[src/rtl/turbo_pkg.sv]
// Shared definitions for the turbo encoder block controller.
//   state_t : 3-bit FSM encodings (WAIT=0, TERMINATE=2, ENCODE=3)
//   ctrl_t  : bundle of the single-bit registered control outputs
//   DEF_*   : default parameter values; LTE_* : LTE code block bounds
package turbo_pkg;

  typedef enum logic [2:0] {
    ST_WAIT = 3'd0,
    ST_TERM = 3'd2,
    ST_ENC  = 3'd3
  } state_t;

  typedef struct packed {
    logic enable;
    logic trellis_enable;
    logic switch_fb;
    logic clr;
    logic busy;
    logic done;
    logic len_err;
  } ctrl_t;

  localparam int LTE_MIN_LEN    = 40;
  localparam int LTE_MAX_LEN    = 6144;

  localparam int DEF_MAX_LEN    = LTE_MAX_LEN;
  localparam int DEF_TAIL_LEN   = 4;
  localparam int DEF_SWITCH_LEN = 1;
  localparam int DEF_LEN_W      = 13;

endpackage

[src/rtl/turbo_block_ctrl.sv]
// Turbo encoder block sequencer: ENCODE for L cycles, then TERMINATE for
// TAIL_LEN cycles, with back-to-back restart, abort and error reporting.
// Ports:
//   clk, reset (async, active low)
//   data_valid, blk_len : start request and block length (sampled together)
//   abort               : synchronous abort of the block in flight
//   enable, trellis_enable, switch, clr : datapath strobes (registered)
//   current_state, bit_index, busy      : status (registered)
//   done, len_err                       : one-cycle event pulses
module turbo_block_ctrl
  import turbo_pkg::*;
#(
  parameter int MAX_LEN    = DEF_MAX_LEN,
  parameter int TAIL_LEN   = DEF_TAIL_LEN,
  parameter int SWITCH_LEN = DEF_SWITCH_LEN,
  parameter int LEN_W      = DEF_LEN_W
) (
  input  logic             clk,
  input  logic             reset,
  input  logic             data_valid,
  input  logic [LEN_W-1:0] blk_len,
  input  logic             abort,
  output logic             enable,
  output logic             trellis_enable,
  output logic             switch,
  output logic             clr,
  output logic [2:0]       current_state,
  output logic [LEN_W-1:0] bit_index,
  output logic             busy,
  output logic             done,
  output logic             len_err
);

  if (MAX_LEN < 1 || (2**LEN_W) <= MAX_LEN || TAIL_LEN < 2 ||
      SWITCH_LEN < 1 || SWITCH_LEN > TAIL_LEN) begin : g_bad_cfg
    $error("turbo_block_ctrl: illegal parameter combination");
  end

  localparam logic [LEN_W-1:0] MAX_L     = LEN_W'(MAX_LEN);
  localparam logic [LEN_W-1:0] TAIL_LAST = LEN_W'(TAIL_LEN - 1);
  localparam logic [LEN_W-1:0] SW_L      = LEN_W'(SWITCH_LEN);

  state_t           state_q, state_d;
  ctrl_t            ctl_q, ctl_d;
  logic [LEN_W-1:0] cnt_q, cnt_d;
  logic [LEN_W-1:0] len_q, len_d;
  logic             start_ok;
  logic             take_start;

  assign start_ok = (blk_len != '0) && (blk_len <= MAX_L);

  always_comb begin
    state_d    = ST_WAIT;
    len_d      = len_q;
    cnt_d      = '0;
    ctl_d      = '0;
    ctl_d.clr  = 1'b1;
    take_start = 1'b0;

    case (state_q)
      ST_WAIT: take_start = 1'b1;

      ST_ENC: begin
        if (!abort) begin
          ctl_d.clr  = 1'b0;
          ctl_d.busy = 1'b1;
          if (cnt_q == len_q - 1'b1) begin
            // First tail cycle: bit_index 0 is always inside the switch window.
            state_d              = ST_TERM;
            ctl_d.trellis_enable = 1'b1;
            ctl_d.switch_fb      = 1'b1;
          end else begin
            state_d      = ST_ENC;
            cnt_d        = cnt_q + 1'b1;
            ctl_d.enable = 1'b1;
          end
        end
      end

      ST_TERM: begin
        if (!abort) begin
          if (cnt_q == TAIL_LAST) begin
            // Tail complete; this cycle can also accept the next block.
            ctl_d.done = 1'b1;
            take_start = 1'b1;
          end else begin
            state_d              = ST_TERM;
            cnt_d                = cnt_q + 1'b1;
            ctl_d.trellis_enable = 1'b1;
            ctl_d.switch_fb      = (cnt_q + 1'b1) < SW_L;
            ctl_d.clr            = 1'b0;
            ctl_d.busy           = 1'b1;
          end
        end
      end

      default: ;  // stray encodings fall back to WAIT with idle outputs
    endcase

    if (take_start && data_valid) begin
      if (start_ok) begin
        state_d      = ST_ENC;
        len_d        = blk_len;
        ctl_d.enable = 1'b1;
        ctl_d.clr    = 1'b0;
        ctl_d.busy   = 1'b1;
      end else begin
        ctl_d.len_err = 1'b1;
      end
    end
  end

  always_ff @(posedge clk or negedge reset) begin
    if (!reset) begin
      state_q   <= ST_WAIT;
      cnt_q     <= '0;
      len_q     <= '0;
      ctl_q     <= '0;
      ctl_q.clr <= 1'b1;
    end else begin
      state_q <= state_d;
      cnt_q   <= cnt_d;
      len_q   <= len_d;
      ctl_q   <= ctl_d;
    end
  end

  assign enable         = ctl_q.enable;
  assign trellis_enable = ctl_q.trellis_enable;
  assign switch         = ctl_q.switch_fb;
  assign clr            = ctl_q.clr;
  assign busy           = ctl_q.busy;
  assign done           = ctl_q.done;
  assign len_err        = ctl_q.len_err;
  assign current_state  = state_q;
  assign bit_index      = cnt_q;

endmodule

[config.mk]
export PLATFORM = sky130hd
export DESIGN_NAME = turbo_block_ctrl
export DESIGN_NICKNAME = d
export VERILOG_FILES = /design/src/rtl/turbo_pkg.sv /design/src/rtl/turbo_block_ctrl.sv
export SDC_FILE = /design/constraint.sdc
export NUM_CORES = 1
export LEC_CHECK = 0
export CAP_MARGIN = 0
export CORE_MARGIN = 5
export CORE_UTILIZATION = 35
export CTS_CLUSTER_DIAMETER = 200
export CTS_CLUSTER_SIZE = 24
export DETAILED_ROUTE_END_ITERATION = 16
export PLACE_DENSITY_LB_ADDON = 0.05
export SETUP_SLACK_MARGIN = 0.1
export SLEW_MARGIN = 20
export SYNTH_ARGS = -nofsm -noshare
export SYNTH_HDL_FRONTEND = slang
export SYNTH_SLANG_ARGS = --single-unit
[constraint.sdc]
create_clock -name clk -period 4.6 [get_ports clk]
set_clock_uncertainty 0.1 [all_clocks]
set_input_delay 0.92 -clock clk [delete_from_list [all_inputs] [get_ports clk]]
set_output_delay 0.92 -clock clk [all_outputs]
set_load 0.01 [all_outputs]
==> summary.md, run 1 <==
| Metric | Value |
|---|---|
| Run status | finished clean |
| Total global routing track utilization | 13.6% |
| Worst slew pin tran | 0.623 ns |
| Grt total ovfl | 0 |
| CTS Buf Count | 5 |
| Detailed placement HPWL | 3600 um |
| Final setup violation count | 0 |
| Detail Route Antenna Nets | 0 |
| Clock latency of the later-clocked register in the worst-skew pair | 0.28 ns |
| Arrival time at the worst endpoint | 2.87 ns |
| Synthesized area | 0.00212 sq mm |
| Inst Count DP | 320 |
| Sinks on Clock Net | 34 |
| Root cell of the clock tree | sky130_fd_sc_hd__clkbuf_8 |
| Mean area per synthesized cell | 9.40 sq um |
| Share of synthesized registers carrying an async set or reset | 100% |
| Delay contributed by the slowest stage of the critical path | 0.42 ns |
| Worst hold path depth | 1 |
| DRC errors left | 0 |
| Crit Path Category | in2reg |
| Hold Worst Slack | 0.408 ns |
| Die Width | 87.9 um |
| Number of nets produced by synthesis | 245 |
| Synth warn | 0 |
| DR WL met2 | 2070 um |
| CTS Hold Buffers Added | 0 |
| Worst relative slew slack | 58.4% |
| Data required time of the worst path | 4.67 ns |
| H-tree level count | 2 |
| Post-detailed-routing wire length | 4780 um |
| Hold violation total from the final report | 0 |
| Maximum vdd ir drop | 0.208 mV |
| Routability Congestion | 0.716 |
| Number of filler instances in the final layout | 587 |
| Top-Level Pins | 40 |
| Number of global-route vias before repair | 1537 |
| Post-synthesis register bit count | 34 |
| Diode count | 0 |
| TritonRoute pass-1 iters | 4 |
| Post-cts sizing count | 0 |
| Setup_tns | 0 ns |
| Critical Path Sink Type | flop |
| Sequential cell area | 852 sq um |
| Maximum fanout along the worst path | 16 |
| Dominant register cell in the synthesized netlist | sky130_fd_sc_hd__dfrtp_1 |
| 1st-iter DRT viols | 80 |
| Number of flops mapped to enable cells by yosys | 0 |
| Synthesis-to-layout area growth | 22.0% |
| Detailed-route vias per instance | 5.07 |
| Max cap viols | 0 |
| Top sig layer | met4 |
| Post-layout minimum cycle time | 2.80 ns |
| Setup bufs post-CTS | 0 |
| I/O Buffers | 38 |
| Maximum clock frequency | 357 MHz |
| Synthesized instance count | 226 |
| Core Box Area | 0.00592 sq mm |
| Clock slew at the register clock pins of the worst setup and hold paths | 0.07 ns |
| Die outline area | 0.00772 sq mm |
| Slowest stage cell on the critical path | sky130_fd_sc_hd__clkdlybuf4s50_1 |
| Drt wl/cell | 14.6 um |
| Final nets | 271 |
| Standby leakage power | 0.000996 uW |
| Depth of the worst register-to-register path | 9 |
| Final Worst Setup Slack | 1.80 ns |
| Layout Cells excl Fill | 328 |
| Setup crit start kind | primary input |
| Height of the die | 87.9 um |
| Share of cells above drive strength 1 | 11.5% |
| Multi-input logic area | 0.00115 sq mm |
| Share of the yosys chip area belonging to registers | 40.1% |
| Detailed-routed wire length on met3 | 260 um |
| Effective utilization at floorplan | 35.9% |
| Met1 routed wirelength after detailed routing | 2380 um |
| Largest net degree at the start of global routing | 35 |
| Distinct cells, synth | 47 |
| Min-Delay Path Class | reg2reg |
| Total number of vias | 1663 |
| Wire length of the first global-routing pass | 8060 um |
| Final worst-path cycle share | 60.8% |
| Unrepaired setup endpoints after global routing | false |
| Post-Place Setup Slack | 1.52 ns |
| Initial antenna violation count | 0 |
| Standard-cell row count | 28 |
| Bufs on Longest Clock Path | 2 |
| Post-layout utilization of the core | 43.7% |
| TritonCTS clock tree | built |
| Critical Path, Cell by Cell | clkdlybuf4s50_1 -> nor4_1 -> nand3_1 -> nor3_1 -> nand2b_1 -> or2_2 -> mux2_2 |
| Power density over cell area | 446 mW/mm^2 |
| Slew Limit Fails | 0 |
-- final timing paths --
| path | from | to | slack, ns |
|---|---|---|---|
| min in group asynchronous | reset | bit_index[7]$_DFF_PN0_ | 0.95 |
| hold / removal | current_state[0]$_DFF_PN0_ | done$_DFF_PN0_ | 0.41 |
| setup / recovery | blk_len[1] | len_q[4]$_DFFE_PN0P_ | 1.80 |
| hold reg to reg | current_state[0]$_DFF_PN0_ | done$_DFF_PN0_ | 0.41 |
| setup reg to reg | len_q[0]$_DFFE_PN0P_ | bit_index[2]$_DFF_PN0_ | 1.85 |
| max in group asynchronous | reset | clr$_DFF_PN1_ | 3.12 |
-- area by class of cell --
class                      instances  share of cell area (%)
timing repair buffer              39                    15.0
tap                               75                    3.62
clock inverter                     1                   0.193
inverter                           5                   0.725
sequential                        34                    32.9
clock buffer                       7                    3.33
multi-input combinational        167                    44.3
-- metal layers --
layer  vias up  track usage (%)
met1       778             20.2
met2        40             19.1
met4         0             5.02
met5         -                0
li1        840                -
met3         5             3.39
-- worst max-delay path: cells and delay by family --
family | cells | cell delay (ns)
buffers and inverters | 1 | 0.42
AND/OR/NAND/NOR | 5 | 1.15
multiplexers | 1 | 0.38
-- power by group --
group / total, uW / internal (uW) / switching (uW)
clock network: 228 / 121 / 107
logic: 438 / 243 / 195
registers: 490 / 383 / 107
-- logic make-up after synthesis --
kind of cell | Yosys count | share of synthesized area, %
buffers and inverters | 25 | 5.89
XOR/XNOR | 30 | 12.4
flip-flops | 34 | 40.1
other | 1 | 0.177
adder cells (fa/ha/maj) | 2 | 1.18
AO/OA/AOI/OAI | 22 | 7.13
multiplexers | 13 | 6.89
AND/OR/NAND/NOR | 99 | 26.2
-- state kept, by name, summed over array words and instances (netlist names) --
name            flops
len_err             1
len_q              13
switch              1
enable              1
clr                 1
current_state       2
done                1
bit_index          13
trellis_enable      1
-- cell usage in the layout (no fill, tap or decap), types with 2 or more instances in the layout --
master / count
sky130_fd_sc_hd__dfrtp_1: 33
sky130_fd_sc_hd__nand3_1: 7
sky130_fd_sc_hd__a21oi_1: 4
sky130_fd_sc_hd__nand4_1: 5
sky130_fd_sc_hd__ha_1: 2
sky130_fd_sc_hd__clkbuf_8: 6
sky130_fd_sc_hd__and2_1: 2
sky130_fd_sc_hd__xor2_1: 7
sky130_fd_sc_hd__a31oi_1: 4
sky130_fd_sc_hd__or4_1: 3
sky130_fd_sc_hd__o21ai_0: 2
sky130_fd_sc_hd__xnor2_1: 23
sky130_fd_sc_hd__nor3_1: 11
sky130_fd_sc_hd__nor2_1: 21
sky130_fd_sc_hd__or2_2: 4
sky130_fd_sc_hd__nand2_1: 10
sky130_fd_sc_hd__nor4b_1: 4
sky130_fd_sc_hd__o31ai_1: 2
sky130_fd_sc_hd__or3_1: 4
sky130_fd_sc_hd__nand3b_1: 3
sky130_fd_sc_hd__nor2b_1: 6
sky130_fd_sc_hd__o311ai_0: 2
sky130_fd_sc_hd__nor3b_1: 3
sky130_fd_sc_hd__a211oi_1: 2
sky130_fd_sc_hd__mux2_2: 13
sky130_fd_sc_hd__nand2b_1: 3
sky130_fd_sc_hd__inv_1: 5
sky130_fd_sc_hd__clkdlybuf4s50_1: 38
sky130_fd_sc_hd__nor4_1: 6
-- synth_stat cells (3+ instances only) --
cell type | number | share of area [%]
sky130_fd_sc_hd__nor4b_1 | 4 | 1.6
sky130_fd_sc_hd__dfrtp_1 | 33 | 39
sky130_fd_sc_hd__a21oi_1 | 4 | 0.94
sky130_fd_sc_hd__nand2_1 | 10 | 1.8
sky130_fd_sc_hd__a31oi_1 | 4 | 1.2
sky130_fd_sc_hd__clkbuf_1 | 12 | 2.1
sky130_fd_sc_hd__nor2_1 | 21 | 3.7
sky130_fd_sc_hd__nand2b_1 | 3 | 0.88
sky130_fd_sc_hd__mux2_2 | 13 | 6.9
sky130_fd_sc_hd__nor3b_1 | 3 | 1.1
sky130_fd_sc_hd__or2_2 | 4 | 1.2
sky130_fd_sc_hd__nor2b_1 | 6 | 1.8
sky130_fd_sc_hd__or3_1 | 4 | 1.2
sky130_fd_sc_hd__xor2_1 | 7 | 2.9
sky130_fd_sc_hd__buf_6 | 3 | 1.6
sky130_fd_sc_hd__nand3b_1 | 3 | 1.1
sky130_fd_sc_hd__nor3_1 | 11 | 2.6
sky130_fd_sc_hd__nand4_1 | 5 | 1.5
sky130_fd_sc_hd__xnor2_1 | 23 | 9.5
sky130_fd_sc_hd__nand3_1 | 7 | 1.6
sky130_fd_sc_hd__inv_1 | 5 | 0.88
sky130_fd_sc_hd__nor4_1 | 6 | 1.8
sky130_fd_sc_hd__or4_1 | 3 | 1.1
-- per-stage QoR --
step,instance area (sq um),total power (uW)
after detailed placement,2500,942
after floorplan,2120,814
final,2590,1160
after CTS,2590,1180
after global routing,2590,1240
after global placement,2500,939
Power figures use the tool's default switching activity.
==> run 2: changes to the inputs <==
Clock period 4.6 ns to 2.7 ns, I/O delays scaled along.
==> run 2 against run 1 <==
Effect of this change:
- highest routed layer unchanged
- clock power up 70%
- utilization up 3.7 points
- sequential share of layout area down 2.6 points
- combinational power up 130%
- non-clock buffer count up 21
- sequential power up 58%
- critical path depth unchanged
- total power up 87%
- routed wire length up 9.6%
- final cell count up 6.7%
- die area unchanged
- clock-buffer cell count up 1
==> summary.md, run 2 (synthesized netlist as in run 1, its figures left out) <==
| Metric | Value |
|---|---|
| Maximum clock frequency | 401 MHz |
| Die outline area | 0.00772 sq mm (unchanged) |
| Worst hold path depth | 1 (unchanged) |
| Share of total power in combinational logic | 46.4% (+8.5 points) |
| TritonRoute pass-1 iters | 4 (unchanged) |
| Total number of vias | 1758 (+5.7%) |
| Worst hold path endpoint | done$_DFF_PN0_ |
| Height of the die | 87.9 um (unchanged) |
| Setup slack on the worst flop-to-flop path | 0.21 ns (-1.64 ns) |
| Critical R2R Launch | len_q[0]$_DFFE_PN0P_ |
| Number of filler instances in the final layout | 597 (+1.7%) |
| Net Switching | 756 uW (+85%) |
| Effective utilization at floorplan | 35.9% (unchanged) |
| Most frequent cells in the layout | 38 x sky130_fd_sc_hd__clkdlybuf4s50_1, 33 x sky130_fd_sc_hd__dfrtp_1, 23 x sky130_fd_sc_hd__xnor2_1 |
| Run status | finished clean |
| Min-Delay Path Class | reg2reg |
| Critical Path, Cell by Cell | or4_4 -> or4_1 -> a21oi_1 -> a21o_1 -> and3_1 -> a21bo_4 -> nor2_1 |
| Diode count | 0 (unchanged) |
| Largest net degree at the start of global routing | 35 (unchanged) |
| Synthesis-to-layout area growth | 32.4% |
| Data required time of the worst path | 2.76 ns (-1.91 ns) |
| Unrepaired setup endpoints after global routing | false |
| Number of global-route vias before repair | 1604 (+4.4%) |
| Share of power burned in the clock network | 17.9% (-1.8 points) |
| H-tree level count | 2 (unchanged) |
| Family with the most delay on the worst path | simple AND/OR/NAND/NOR gates |
| Clock slew at the register clock pins of the worst setup and hold paths | 0.08 ns (about the same) |
| Clock latency of the later-clocked register in the worst-skew pair | 0.29 ns (about the same) |
| Sequential fraction of design power | 35.8% (-6.6 points) |
| Slowest stage cell on the critical path | sky130_fd_sc_hd__or4_4 |
| Met1 routed wirelength after detailed routing | 2610 um (+9.5%) |
| Worst relative slew slack | 64.2% (+5.8 points) |
| Hold Worst Slack | 0.396 ns (-0.0119 ns) |
| Detailed placement HPWL | 3890 um (+8.0%) |
| Worst slew pin tran | 0.532 ns (-0.0910 ns) |
| DRC errors left | 0 (unchanged) |
| Design Power | 2160 uW (+87%) |
| Depth of the worst register-to-register path | 7 (-2) |
| Maximum vdd ir drop | 0.340 mV (+64%) |
| Post-detailed-routing wire length | 5240 um (+9.6%) |
| Hold violation total from the final report | 0 (unchanged) |
| Top-Level Pins | 40 (unchanged) |
| Arrival time at the worst endpoint | 2.56 ns (-0.31 ns) |
| Slew Limit Fails | 0 (unchanged) |
| CTS Hold Buffers Added | 0 (unchanged) |
| Final nets | 293 (+8.1%) |
| Grt total ovfl | 0 (unchanged) |
| Sinks on Clock Net | 34 (unchanged) |
| Initial antenna violation count | 0 (unchanged) |
| Root cell of the clock tree | sky130_fd_sc_hd__clkbuf_8 |
| Bufs on Longest Clock Path | 2 (unchanged) |
| Detailed-routed wire length on met3 | 272 um (+4.6%) |
| Number of cells on the critical path | 7 (unchanged) |
| Post-layout minimum cycle time | 2.49 ns |
| Delay contributed by the slowest stage of the critical path | 0.54 ns (+0.12 ns) |
| Maximum fanout along the worst path | 7 (-9) |
| Top sig layer | met4 |
| Routability Congestion | 0.772 (+7.8%) |
| Total non-filler cell area in the finished layout | 0.00281 sq mm (+8.5%) |
| I/O Buffers | 38 (unchanged) |
| Standard-cell row count | 28 (unchanged) |
| Detailed-route vias per instance | 5.02 (-0.93%) |
| Share of cells above drive strength 1 | 21.5% (+10 points) |
| Critical Path Sink Type | flop |
| TritonCTS clock tree | built |
| Die Width | 87.9 um (unchanged) |
| Max cap viols | 0 (unchanged) |
| DR WL met2 | 2260 um (+9.4%) |
| Power Internal | 1410 uW (+88%) |
| Final setup violation count | 0 (unchanged) |
| Commonest non-fill, non-tap cell in the layout | sky130_fd_sc_hd__clkdlybuf4s50_1 |
| Standby leakage power | 0.00111 uW (+12%) |
| Setup crit start kind | flop |
| Core Box Area | 0.00592 sq mm (unchanged) |
| Final worst-path cycle share | 92.4% |
| Post-detailed-placement cell area | 0.00266 sq mm (+6.3%) |
| Power density over cell area | 770 mW/mm^2 (+72%) |
| Total global routing track utilization | 13.9% (+0.29 points) |
| Crit Path Category | reg2reg |
| CTS Buf Count | 5 (unchanged) |
| Switching power share of the total | 34.9% (-0.44 points) |
| 1st-iter DRT viols | 43 (-46%) |
| Buffers & Inverters on Critical Path | 0 (-1) |
| Setup_tns | 0 ns (unchanged) |
| Detail Route Antenna Nets | 0 (unchanged) |
| Drt wl/cell | 15.0 um (+2.7%) |
| Startpoint of the most critical hold path | current_state[0]$_DFF_PN0_ |
| Destination of the worst register-to-register timing path | bit_index[7]$_DFF_PN0_ |
| Wire length of the first global-routing pass | 8240 um (+2.2%) |
-- run 2: cell types whose count changed in the layout (fill, tap and decap cells not counted), moves of 2 or more --
| cell | delta |
|---|---|
| sky130_fd_sc_hd__a21bo_4 | +2 |
| sky130_fd_sc_hd__buf_4 | +20 |
| sky130_fd_sc_hd__nor2_1 | -2 |
| sky130_fd_sc_hd__nor2_2 | +2 |
-- run 2: power by group through the flow --
stage	clock network, uW	registers (uW)	logic [uW]
floorplan	0	789	598
global placement	0	785	936
detailed placement	0	785	941
CTS	400	775	946
global route	422	795	1100
finish	387	773	1000
-- run 2: area by class of cell --
type                       instances  area (sq um)  share of cell area, %
sequential                        34           852                   30.3
inverter                           5          18.8                  0.668
clock buffer                       8          90.1                   3.21
timing repair buffer              60           549                   19.5
multi-input combinational        168          1210                   42.9
tap                               75          93.8                   3.34
-- run 2: what timing repair did --
item | 4_1_cts | 5_1_grt
buffers inserted | 0 | 0
setup endpoints to repair | 0 | 28
resized for setup | 0 | 14
hold endpoints to repair | 0 | 0
-- run 2: metrics by stage --
stage | worst slack, ns | utilization [%] | instances
finish | 0.206 | 47.5 | 350
global route | 0.0773 | 47.5 | 350
CTS | 0.101 | 46.4 | 349
detailed placement | -0.0253 | 44.9 | 341
global placement | 0.0202 | 44.9 | 341
floorplan | 0.160 | - | 226
-- run 2: worst max-delay path by stage --
stage                           startpoint                endpoint  slack [ns]
floorplan           bit_index[1]$_DFF_PN0_   len_q[10]$_DFFE_PN0P_        0.16
global placement                blk_len[1]    len_q[0]$_DFFE_PN0P_        0.02
detailed placement              blk_len[1]    len_q[7]$_DFFE_PN0P_       -0.03
CTS                   len_q[4]$_DFFE_PN0P_  bit_index[9]$_DFF_PN0_        0.10
global route          len_q[1]$_DFFE_PN0P_  bit_index[7]$_DFF_PN0_        0.08
finish                len_q[0]$_DFFE_PN0P_  bit_index[7]$_DFF_PN0_        0.21
-- run 2: routing by layer --
layer  vias to the layer above  track usage, %
met5                         -               0
met4                         0            5.16
met3                        10            3.39
met2                        45            19.4
met1                       811            20.7
li1                        892               -
-- run 2: worst reg2reg max path, cell delays in order (launching register included) --
cell and delay, ns:
sky130_fd_sc_hd__dfrtp_1 0.41, sky130_fd_sc_hd__or4_4 0.54, sky130_fd_sc_hd__or4_1 0.51, sky130_fd_sc_hd__a21oi_1 0.17
sky130_fd_sc_hd__a21o_1 0.13, sky130_fd_sc_hd__and3_1 0.23, sky130_fd_sc_hd__a21bo_4 0.22, sky130_fd_sc_hd__nor2_1 0.06
==> run 3: changes to the inputs <==
Settings changed: ABC_AREA set to 1, DONT_BUFFER_PORTS set to 1.
==> run 3 against run 2 <==
Effect of this change:
- utilization down 8.8 points
- total power up 3.1%
- sequential power up 5.8%
- setup slack better by 0.32 ns
- area after synthesis up 10%
- routed wire length up 9.3%
==> summary.md, run 3 <==
| Metric | Value |
|---|---|
| Run status | finished clean |
| Post-layout minimum cycle time | 2.18 ns (-0.317 ns) |
| Grt total ovfl | 0 (unchanged) |
| Destination of the worst register-to-register timing path | len_q[0]$_DFFE_PN0P_ |
| Share of the yosys chip area belonging to registers | 36.4% (-3.8 points) |
| Hold Worst Slack | 0.216 ns (-0.181 ns) |
| H-tree level count | 2 (unchanged) |
| Largest net degree at the start of global routing | 35 (unchanged) |
| Maximum vdd ir drop | 0.295 mV (-13%) |
| Final Worst Setup Slack | 0.524 ns (+0.317 ns) |
| Critical Path Sink Type | flop |
| Setup bufs post-CTS | 0 (unchanged) |
| Synthesized instance count | 307 (+36%) |
| Share of synthesized registers carrying an async set or reset | 100% (unchanged) |
| Multi-input logic area | 0.00123 sq mm (+2.4%) |
| Final nets | 329 (+12%) |
| Synthesis-to-layout area growth | 6.14% |
| Effective utilization at floorplan | 36.5% (+0.61 points) |
| Critical R2R Launch | bit_index[0]$_DFF_PN0_ |
| CTS Buf Count | 5 (unchanged) |
| Core Box Area | 0.00642 sq mm (+8.5%) |
| Unrepaired setup endpoints after global routing | false |
| Post-synthesis register bit count | 34 (unchanged) |
| Power Internal | 1210 uW (-14%) |
| Basic-gate share of the synthesized area counting and, or, nand and nor cells | 35.2% (+9.0 points) |
| Post-Place Setup Slack | 0.519 ns (+0.545 ns) |
| Top post-synthesis cells by area | sky130_fd_sc_hd__dfrtp_1 35%, sky130_fd_sc_hd__nand2_1 11%, sky130_fd_sc_hd__nand3_1 5.6%, sky130_fd_sc_hd__inv_1 5.4%, sky130_fd_sc_hd__xor2_1 4.9% |
| Setup crit start kind | flop |
| Top cells by instance count after synthesis | 71 x sky130_fd_sc_hd__nand2_1, 34 x sky130_fd_sc_hd__inv_1, 33 x sky130_fd_sc_hd__dfrtp_1 |
| Synthesized area | 0.00234 sq mm (+10%) |
| Post-synthesis compound-gate area fraction | 9.56% (+2.4 points) |
| Die Width | 91.8 um (+4.5%) |
| Post-synthesis xor/xnor area fraction | 6.73% (-5.6 points) |
| TritonRoute pass-1 iters | 4 (unchanged) |
| Post-layout utilization of the core | 38.7% (-8.8 points) |
| Layout Cells excl Fill | 388 (+11%) |
| 1st-iter DRT viols | 72 (+67%) |
| Number of filler instances in the final layout | 698 (+17%) |
| Critical Path, Cell by Cell | ha_1 -> inv_1 -> nor4_1 -> nand3_1 -> o21ai_2 -> nand3_4 -> clkinv_4 -> nand2_1 -> o21ai_1 |
| Slowest stage cell on the critical path | sky130_fd_sc_hd__dfrtp_1 |
| Crit path to | len_q[0]$_DFFE_PN0P_ |
| Number of flops mapped to enable cells by yosys | 0 (unchanged) |
| Delay contributed by the slowest stage of the critical path | 0.50 ns (-0.04 ns) |
| Synth warn | 0 (unchanged) |
| Maximum fanout along the worst path | 24 (+17) |
| Total number of vias | 1880 (+6.9%) |
| Area share of fa/ha/maj cells after synthesis | 1.07% (-0.11 points) |
| Inst Count DP | 378 (+11%) |
| Bufs on Longest Clock Path | 2 (unchanged) |
| Clock slew at the register clock pins of the worst setup and hold paths | 0.08 ns (about the same) |
| Wire length of the first global-routing pass | 9850 um (+20%) |
| Share of cell area taken by muxes after synthesis | 0% (-6.9 points) |
| Initial antenna violation count | 0 (unchanged) |
| Drt wl/cell | 14.8 um (-1.4%) |
| Standby leakage power | 0.00113 uW (+1.0%) |
| Source of the critical timing path | bit_index[0]$_DFF_PN0_ |
| Most frequent cells in the layout | 71 x sky130_fd_sc_hd__nand2_1, 34 x sky130_fd_sc_hd__inv_1, 33 x sky130_fd_sc_hd__dfrtp_1 |
| Slew Limit Fails | 0 (unchanged) |
| Largest family of logic cells by synthesized area | simple AND/OR/NAND/NOR gates |
| Leading area contributor after synthesis | sky130_fd_sc_hd__dfrtp_1 |
| Min-Delay Path Class | in2reg |
| Hold violation total from the final report | 0 (unchanged) |
| Power density over cell area | 897 mW/mm^2 (+17%) |
| Mean area per synthesized cell | 7.63 sq um (-19%) |
| Total global routing track utilization | 14.9% (+0.97 points) |
| Standard-cell row count | 29 (+3.6%) |
| Number of nets produced by synthesis | 326 (+33%) |
| Height of the die | 91.8 um (+4.5%) |
| Maximum clock frequency | 459 MHz (+15%) |
| Dominant register cell in the synthesized netlist | sky130_fd_sc_hd__dfrtp_1 |
| Die outline area | 0.00843 sq mm (+9.1%) |
| Sinks on Clock Net | 34 (unchanged) |
| Share of total power in combinational logic | 45.3% (-1.1 points) |
| Routability Congestion | 0.786 (+1.9%) |
| Sequential fraction of design power | 36.7% (+0.9 points) |
| I/O Buffers | 0 (-100%) |
| TritonCTS clock tree | built |
| Post-detailed-routing wire length | 5730 um (+9.3%) |
| Root cell of the clock tree | sky130_fd_sc_hd__clkbuf_8 |
| Detail Route Antenna Nets | 0 (unchanged) |
| Final setup violation count | 0 (unchanged) |
| Top-Level Pins | 40 (unchanged) |
| Data required time of the worst path | 2.82 ns (+0.06 ns) |
| Final worst-path cycle share | 80.6% (-12 points) |
| Share of power burned in the clock network | 18.1% (+0.2 points) |
| Detailed-route vias per instance | 4.85 (-3.5%) |
| Crit Path Category | reg2reg |
| Max cap viols | 0 (unchanged) |
| Clock latency of the later-clocked register in the worst-skew pair | 0.29 ns (about the same) |
| Number of global-route vias before repair | 1939 (+21%) |
| Arrival time at the worst endpoint | 2.29 ns (-0.27 ns) |
| Commonest non-fill, non-tap cell in the layout | sky130_fd_sc_hd__nand2_1 |
| Diode count | 0 (unchanged) |
| Net Switching | 1020 uW (+35%) |
| Area share of the largest cell type after synthesis | 35.3% (-3.6 points) |
| Dominant cell by count in the synthesized netlist | sky130_fd_sc_hd__nand2_1 |
| Depth of the worst register-to-register path | 9 (+2) |
| Switching power share of the total | 45.7% (+11 points) |
| Sequential cell area | 852 sq um (unchanged) |
| Distinct cells, synth | 33 (-30%) |
| DRC errors left | 0 (unchanged) |
| Setup slack on the worst flop-to-flop path | 0.52 ns (+0.32 ns) |
| Detailed placement HPWL | 4500 um (+16%) |
| Setup_tns | 0 ns (unchanged) |
| Share of cells above drive strength 1 | 21.9% (+0.41 points) |
-- run 3: metal layers --
| metal | up-vias | part of all wire, % | global-route usage [%] |
|---|---|---|---|
| li1 | 975 | - | - |
| met1 | 860 | 47 | 18.9 |
| met2 | 38 | 46 | 24.6 |
| met3 | 7 | 5.9 | 4.17 |
| met4 | 0 | 1.1 | 4.83 |
| met5 | - | 0 | 0 |
-- run 3: cell families (layout without fill, tap and decap cells) --
| family | Yosys count | after routing |
|---|---|---|
| other cells | 1 | 1 |
| compound gates | 32 | 32 |
| fa+ha+maj | 2 | 2 |
| simple gates | 169 | 169 |
| flops | 34 | 34 |
| xor+xnor | 18 | 18 |
| buf+inv | 51 | 55 |
-- run 3: worst min path at each step --
| stage | startpoint | to | slack, ns | depth (start not counted) |
|---|---|---|---|---|
| 2_1_floorplan | reset | bit_index[0]$_DFF_PN0_ | 0.14 | 0 |
| 5_1_grt | abort | done$_DFF_PN0_ | 0.20 | 1 |
| 6_report | abort | done$_DFF_PN0_ | 0.22 | 1 |
| 3_5_place_dp | reset | len_q[1]$_DFFE_PN0P_ | 0.15 | 0 |
| 4_1_cts | abort | done$_DFF_PN0_ | 0.20 | 1 |
| 3_3_place_gp | reset | len_q[1]$_DFFE_PN0P_ | 0.15 | 0 |
-- run 3: power by group through the flow --
stage | Clock, uW | Sequential (uW) | Combinational [uW]
2_1_floorplan | 0 | 785 | 902
3_3_place_gp | 0 | 832 | 1010
3_5_place_dp | 0 | 832 | 1010
4_1_cts | 429 | 823 | 1030
5_1_grt | 444 | 843 | 1180
6_report | 403 | 818 | 1010
-- run 3: cell type report --
cell class              instances  share of cell area [%]
multi-input cells             222                    49.7
flip-flops and latches         34                    34.3
clock inverters                 2                   0.503
repair buffers                  3                    1.51
well taps                      77                    3.88
inverters                      44                    6.84
clock buffers                   6                    3.32
-- run 3: timing repair --
item,in CTS,in global routing
endpoints found under the hold margin,34,0
hold buffers,2,0
setup endpoints to repair,0,0
gates resized for setup,0,0
-- run 3: through the flow --
step | cell area, sq um | total power (uW)
after detailed placement | 2360 | 1840
final | 2490 | 2230
after floorplan | 2340 | 1690
after global placement | 2360 | 1840
after global routing | 2490 | 2470
after CTS | 2490 | 2280
-- run 3: critical path, delay by kind of cell (launching register included) --
kind / cells / cell delay, ns
buffers and inverters: 2 / 0.29
flip-flops: 1 / 0.50
AO/OA/AOI/OAI: 2 / 0.30
AND/OR/NAND/NOR: 4 / 0.65
adder cells (fa/ha/maj): 1 / 0.24
